## src/rtl/scan_pipe_reg_scan_dff.sv

```systemverilog
// Single scannable flop: reset beats scan shift, which beats a gated functional load.
module scan_dff (
   input  logic CLK,
   input  logic RST,
   input  logic RV,
   input  logic SE,
   input  logic SI,
   input  logic LD,
   input  logic D,
   output logic Q
);

   always_ff @(posedge CLK) begin
      if (RST)
         Q <= RV;
      else if (SE)
         Q <= SI;
      else if (LD)
         Q <= D;
   end

endmodule

```

## src/rtl/scan_pipe_reg.sv

```systemverilog
// Scannable pipeline register: DEPTH stages of WIDTH data bits plus a valid bit.
// Data flops load only behind a valid token; in scan mode all flops form one chain.
module scan_pipe_reg #(
   parameter int              WIDTH     = 8,
   parameter int              DEPTH     = 3,
   parameter logic [WIDTH-1:0] RESET_VAL = '0
) (
   input  logic             CLK,
   input  logic             RST,
   input  logic             EN,
   input  logic             SE,
   input  logic             SI,
   input  logic [WIDTH-1:0] D,
   input  logic             VLD_IN,
   output logic [WIDTH-1:0] Q,
   output logic             VLD_OUT,
   output logic             SO
);

   localparam int SW = WIDTH + 1;
   localparam int L  = DEPTH * SW;

   if (WIDTH < 1 || DEPTH < 1) begin : g_param_check
      $error("scan_pipe_reg: WIDTH and DEPTH must both be >= 1");
   end

   // Flattened chain: stage s occupies [s*SW +: SW], data bits first, valid on top.
   logic [L-1:0] chain;

   for (genvar s = 0; s < DEPTH; s++) begin : g_stage
      logic             vprev;
      logic [WIDTH-1:0] dprev;

      if (s == 0) begin : g_first
         assign vprev = VLD_IN;
         assign dprev = D;
      end else begin : g_next
         assign vprev = chain[s*SW-1];
         assign dprev = chain[(s-1)*SW +: WIDTH];
      end

      for (genvar b = 0; b < WIDTH; b++) begin : g_bit
         logic sin;
         if (b == 0) begin : g_sin_head
            // Stage head is fed by the previous stage's valid flop, or SI for stage 0.
            if (s == 0) begin : g_si
               assign sin = SI;
            end else begin : g_vprev
               assign sin = vprev;
            end
         end else begin : g_sin_body
            assign sin = chain[s*SW+b-1];
         end

         scan_dff u_data (
            .CLK (CLK),
            .RST (RST),
            .RV  (RESET_VAL[b]),
            .SE  (SE),
            .SI  (sin),
            .LD  (EN & vprev),
            .D   (dprev[b]),
            .Q   (chain[s*SW+b])
         );
      end

      scan_dff u_vld (
         .CLK (CLK),
         .RST (RST),
         .RV  (1'b0),
         .SE  (SE),
         .SI  (chain[s*SW+WIDTH-1]),
         .LD  (EN),
         .D   (vprev),
         .Q   (chain[s*SW+WIDTH])
      );
   end

   assign Q       = chain[(DEPTH-1)*SW +: WIDTH];
   assign VLD_OUT = chain[L-1];
   assign SO      = chain[L-1];

endmodule

```

## config.mk

```make
export PLATFORM = sky130hd
export DESIGN_NAME = scan_pipe_reg
export DESIGN_NICKNAME = d
export VERILOG_FILES = /design/src/rtl/scan_pipe_reg_scan_dff.sv /design/src/rtl/scan_pipe_reg.sv
export SDC_FILE = /design/constraint.sdc
export NUM_CORES = 1
export LEC_CHECK = 0
export CAP_MARGIN = 10
export CORE_MARGIN = 3
export CORE_UTILIZATION = 30
export DETAILED_ROUTE_END_ITERATION = 16
export HOLD_SLACK_MARGIN = 0.15
export PLACE_DENSITY_LB_ADDON = 0.12
export SYNTH_ARGS = -nofsm -noshare
export SYNTH_HDL_FRONTEND = slang
export SYNTH_HIERARCHICAL = 1
export SYNTH_SLANG_ARGS = --single-unit
```

## constraint.sdc

```tcl
create_clock -name CLK -period 1.28 [get_ports CLK]
set_input_delay 0.256 -clock CLK [delete_from_list [all_inputs] [get_ports CLK]]
set_output_delay 0.256 -clock CLK [all_outputs]
set_load 0.05 [all_outputs]
```

==> Yosys cells after proc, flatten, opt, wreduce, memory -nomap -nowiden <==
Index checks and enable logic that the tools add are counted.
{ "op_classes": {"muxes": 54, "bitwise": 3, "n_reduce_logical": 4} }
{ "op_table": {"columns": ["op", "count"], "rows": [
  ["2-to-1 mux 1 bit", 54],
  ["nonzero test 2 bit", 4],
  ["AND 1 bit", 3]
]} }
{ "word_totals": {"regBits": 27, "in_bits": 14, "output_inout_bits": 10, "word_cells": 88} }

==> Depth between registers and ports, before layout <==
Gate-level depths: netlist of run 1.
{ "depth": {"depth_word": 3, "mapped_depth": 2, "depth_no_buf": 2} }

==> Cells and area by module <==
Netlist of run 1, hierarchy kept.
{ "by_module_without_submodules": {"columns": ["module", "n_inst", "cells_each", "area_each_um2"], "rows": [
  ["scan_dff", 27, 5, 55.1],
  ["scan_pipe_reg", 1, 13, 90.1]
]} }

==> Worst setup path after synthesis of run 1 <==
OpenSTA, ideal clock, no wires.
{ "synth_timing": {"path_type": "reg-to-output", "startpoint": "register g_stage[2].u_vld.Q", "endpoint": "output port VLD_OUT", "arrival_ps": 904, "setup_slack_ps": 120, "stages_incl_launch_ff": 2, "n_path_buf": 1, "path_cell_list": "edfxtp_1 > buf_4"} }
{ "synth_lines": {"columns": ["element", "line", "source"], "rows": [
  ["start: declaration", "scan_pipe_reg_scan_dff.sv:10", "output logic Q"],
  ["start signal: assignment", "scan_pipe_reg_scan_dff.sv:15", "Q <= RV;"],
  ["start signal: assignment", "scan_pipe_reg_scan_dff.sv:17", "Q <= SI;"],
  ["start signal: assignment", "scan_pipe_reg_scan_dff.sv:19", "Q <= D;"],
  ["end: declaration", "scan_pipe_reg.sv:16", "output logic VLD_OUT,"]
]} }
No word-level cell between the ends.

==> Worst setup path in the final report of run 1 <==
{ "layout_timing": {"startpoint": "input port EN", "endpoint": "register g_stage[0].g_bit[1].u_data.Q (enable)"} }
{ "layout_via": {"elab_chain_len": 2} }
{ "layout_rtl": {"columns": ["element", "line", "source"], "rows": [
  ["start: declaration", "scan_pipe_reg.sv:10", "input logic EN,"],
  ["AND 1 bit", "scan_pipe_reg.sv:61", ".LD (EN & vprev),"],
  ["nonzero test 2 bit (no source line)", null, null],
  ["end signal: assignment", "scan_pipe_reg_scan_dff.sv:15", null],
  ["end signal: assignment", "scan_pipe_reg_scan_dff.sv:17", null],
  ["end signal: assignment", "scan_pipe_reg_scan_dff.sv:19", null],
  ["end: declaration", "scan_pipe_reg_scan_dff.sv:10", null]
]} }
Every way passes these cells.
A chain may end at the register's enable or synchronous reset.

==> impl_metrics.toml, run 1 <==
[timing]
skew_ns = 0.004789
rsz0062_at_grt = "no"
whs_ns = 0.3913
finalHoldViolCount = 0
post-route-period-util_pct = 98.72
clock.fmax_ghz = 0.7914
min_period_ns = 1.264
setup_viol = 0
maxSlewViolCount = 0

[run_status]
status = "finished, final reports clean"

[layout]
drive_above_1_share_pct = 14.78
area.growth.synth_to_final_pct = 38.49
diodes = 0
finalNetCount = 218
utilization_pct = 44.46

[drt]
viasPerCell = 4.319
routed_wl_um = 3043
drtAntennaViolNets = 0
wl_per_cell_um = 11.27
via_count = 1166
drc = 0
first_pass_iters = 2
drt_iter0_drc = 69

[job]
max_cap_violations = 0

[floorplanning]
die-area_um2 = 6161
core_area_um2 = 4911
start_util_pct = 32.10
die_y_um = 78.49
row_count = 25
die_width_um = 78.49
ioPinCount = 24

[yosys]
synthDistinctLibCells = 8
synth_top_cell_by_area = "edfxtp_1"
synth.yosys.seq_area_share_pct = 51.43
yosys_warnings = 6
synthCells = 148
yosysTopAreaCellShare_pct = 51.43
synth_area_um2 = 1577
ys_ff_latch = 27
synth_area_leaders = "edfxtp_1 (51%), mux2i_1 (17%), or3_1 (11%)"
avgSynthCellArea_um2 = 10.65

[worst_setup_path]
critPathCaptureType = "register"
cp_slowest_cell = "clkdlybuf4s50_1"
crit_path_start_kind = "input port"
worstPathRequired_ns = 1.31
ff2ff_setup_slack_ns = 0.12
cpLargestDelayFamily = "simple AND/OR/NAND/NOR gates"
rr_worst_depth = 2
crit_end = "g_stage[0].g_bit[1].u_data/Q"
worst-path-max-fanout = 8
slowest_delay_ns = 0.47
path_depth = 3
worst-setup-path-type = "in -> reg"
worst-path-buf-inv = 1
cp.arrival_ns = 1.30
crit_start = "EN"
reg2reg_to = "g_stage[2].g_bit[0].u_data/Q"
r2r-start = "g_stage[1].u_vld/Q"
crit_chain = "clkdlybuf4s50_1 -> and2_2 -> or3_1"

[cts]
cts-root-buf = "clkbuf_8"
insertion_delay_ns = 0.27
cts_buffers = 3
htreeDepth = 1
clockBufferDepth = 2
cts_tree = "done"
path_clk_slew_ns = 0.10
hold_buffers = 0
cts_sinks = 27

[grt]
grt_pass1_wl_um = 5106
overflow = 0
grt_pass1_vias = 1106
grt_use_total_pct = 10.54
grt_max_degree = 38
antenna_found_initial = 0

[hold_path]
hold_start = "RST"
holdCritPathClass = "in -> reg"
hold_depth = 2

[pwr]
powerDensity_nw_per_um2 = 1063
peakVddDrop_mv = 0.4288
power.leakage_nw = 0.9180

[place]
hpwl_um = 2271
port_buffers = 23
routabilityCongestion = 0.7180
cell type report:
type                            instances  area (µm²)
Clock buffer                            3       41.29
Clock inverter                          1       5.005
Fill cell                             479        2728
Multi-Input combinational cell        138       802.0
Sequential cell                        27       810.8
Tap cell                               67       83.83
Timing Repair Buffer                   34       440.4
Yosys cell counts:
cell type,count
or3_1,27
o21ai_0,27
conb_1,1
mux2i_1,27
buf_4,9
nand2_1,27
edfxtp_1,27
and2_1,3
registers in the layout, indices dropped and copies added, names as in the netlist:
| signal | cells |
|---|---|
| g_stage.g_bit.u_data/Q | 24 |
| g_stage.u_vld/Q | 3 |
worst min path at each step:
| stage | endpoint | slack [ns] |
|---|---|---|
| finish | g_stage[0].g_bit[4].u_data/Q | 0.39 |
| global placement | g_stage[1].g_bit[0].u_data/Q | 0.64 |
| CTS | g_stage[0].g_bit[4].u_data/Q | 0.39 |
| detailed placement | g_stage[1].g_bit[1].u_data/Q | 0.65 |
| floorplan | g_stage[0].u_vld/Q | 0.46 |
| global route | g_stage[0].g_bit[4].u_data/Q | 0.41 |
routing by layer:
layer	part of all wire [%]	track usage (%)	vias to the layer above	wire length [µm]
met5	0	0	-	0
met4	1.5	4.720	0	45
met3	3.0	1.835	4	90
met2	50	18.58	16	1527
met1	45	12.46	519	1380
li1	-	-	627	-
stage by stage:
stage	total power, W	setup WS (ns)	cells	instance area, µm²	setup TNS (ns)
final	0.002320	0.01638	270	2183	0
after global routing	0.002447	0.006702	270	2183	0
after CTS	0.002357	0.003821	270	2180	0
after detailed placement	0.001859	-0.3194	266	2131	-7.586
after global placement	0.001847	-0.2901	266	2131	-6.895
after floorplan	0.001530	0.1204	174	1674	0
timing repair:
item	in CTS	in global routing
endpoints found under the setup margin	11	13
setup buffers	0	0
gates resized for setup	2	3
where the power goes:
part | internal (W) | switching (W) | leakage, nW
registers | 0.00111 | 0.0000786 | 0.285
logic | 0.000326 | 0.000321 | 0.607
clock network | 0.000218 | 0.000269 | 0.0255
cell families after synthesis:
group | synth area share [%]
AND/OR/NAND/NOR | 18.33
AO/OA/AOI/OAI | 8.571
multiplexers | 17.14
flip-flops | 51.43
buffers and inverters | 4.285
other | 0.2379
No activity file was read; power rests on OpenSTA's default activity.
==> run 2, diff against run 1 <==
- CORE_ASPECT_RATIO: unset -> 1.25
- HOLD_SLACK_MARGIN: 0.15 -> 0.08
==> impl_metrics.toml, run 2 (synthesis results as in run 1) <==
[worst_setup_path]
worst-path-buf-inv = 1
worst-setup-path-type = "reg -> out"
crit_path_start_kind = "register"
cp.arrival_ns = 0.93
cpLargestDelayFamily = "flip-flops"
cp_slowest_cell = "edfxtp_1"
ff2ff_setup_slack_ns = 0.12
worst-path-max-fanout = 2
critPathCaptureType = "primary output"
worstPathRequired_ns = 1.02
slowest_delay_ns = 0.48
crit_chain = "buf_12"

[pwr]
powerDensity_nw_per_um2 = 1072
peakVddDrop_mv = 0.4974
seqPwrFrac_pct = 51.3
power_switching_w = 0.0006632
power_frac_comb_pct = 27.8
power.leakage_nw = 0.9162
total_power_w = 0.002313
p_clk_share_pct = 21.0
internal_power_w = 0.001650
swShare_pct = 28.67

[timing]
post-route-period-util_pct = 92.99
clock.fmax_ghz = 0.8401
min_period_ns = 1.190
rsz0062_at_grt = "no"
setup_viol = 0
worst_slack_ns = 0.08968
skew_ns = 0.003152
finalHoldViolCount = 0
maxSlewViolCount = 0

[cts]
htreeDepth = 1
path_clk_slew_ns = 0.09
clockBufferDepth = 2
cts_tree = "done"
cts_setup_buffers = 0
cts_buffers = 3
cts-root-buf = "clkbuf_8"
insertion_delay_ns = 0.27
cts_sinks = 27

[place]
placement.cell_area_um2 = 2102
dp_slack_ns = -0.3579
placedCellCount = 258
port_buffers = 23
routabilityCongestion = 0.6920
hpwl_um = 2242

[floorplanning]
die_y_um = 87.05
row_count = 28
start_util_pct = 32.14
die-area_um2 = 6167
ioPinCount = 24
die_width_um = 70.84
core_area_um2 = 4905

[hold_path]
holdCritPathClass = "in -> reg"

[layout]
finalNetCount = 217
drive_above_1_share_pct = 13.86
top_regs = "g_stage.g_bit.u_data/Q x24, g_stage.u_vld/Q x3"
diodes = 0
largest_reg_flops = 24
area.growth.synth_to_final_pct = 36.83
layout.cells.non_filler = 262
utilization_pct = 43.98
regMostFlops = "g_stage.g_bit.u_data/Q"
finalInstanceArea_um2 = 2157

[drt]
wl_per_cell_um = 11.71
drtAntennaViolNets = 0
drt_iter0_drc = 54
viasPerCell = 4.508
routed_wl_um = 3069
via_count = 1181
drc = 0
first_pass_iters = 4

[grt]
grt_pass1_wl_um = 5230
grt_max_degree = 44
grt_use_total_pct = 10.52
overflow = 0
grt_pass1_vias = 1149
antenna_found_initial = 0

[job]
max_cap_violations = 0

[run_status]
status = "finished, final reports clean"
[run 2: cell types whose count changed in the layout (fill, tap and decap cells not counted)]
cell / delta
clkinv_2: -1
clkdlybuf4s50_1: -1
and2_4: +1
buf_12: -1
and2_2: -1
clkbuf_1: +1
dlymetal6s2s_1: +1
[run 2: cell type report]
cell class | count | area [µm²]
clock buffer | 4 | 45.04
multi-input combinational | 138 | 803.3
tap | 60 | 75.07
timing repair buffer | 33 | 422.9
fill | 482 | 2748
sequential | 27 | 810.8
[run 2: metrics by stage]
step                hold WS [ns]  setup TNS, ns
global route              0.4109              0
detailed placement        0.6580         -7.840
finish                    0.3911              0
CTS                       0.3934              0
global placement          0.6386         -7.001
floorplan                 0.4573              0
[run 2: power by group through the flow]
stage                     Sequential (W)  Clock [W]  Combinational (W)
after floorplan                  0.00118          0           0.000353
after global placement           0.00121          0           0.000637
after detailed placement         0.00121          0           0.000642
after CTS                        0.00119   0.000505           0.000649
after global routing             0.00120   0.000532           0.000696
final                            0.00119   0.000485           0.000642
[run 2: layer usage]
| metal | share of wire, % | up-vias | GRT usage [%] |
|---|---|---|---|
| met5 | 0 | - | 0 |
| met4 | 0.75 | 0 | 3.590 |
| met3 | 3.2 | 2 | 1.732 |
| met2 | 52 | 18 | 19.41 |
| met1 | 44 | 537 | 12.21 |
| li1 | - | 624 | - |
[run 2: repair_timing]
| item | CTS | global route |
|---|---|---|
| setup endpoints to repair | 22 | 23 |
| resized for setup | 6 | 1 |
| hold buffers | 0 | 0 |
| pin swaps | 0 | 0 |
[run 2: path summary, 6_finish.rpt]
kind	start	depth (start not counted)	endpoint
max	g_stage[2].u_vld/Q	1	SO
min	SE	2	g_stage[0].g_bit[5].u_data/Q
max reg2reg	g_stage[1].u_vld/Q	2	g_stage[2].g_bit[4].u_data/Q
min reg2reg	g_stage[0].g_bit[0].u_data/Q	2	g_stage[1].g_bit[0].u_data/Q
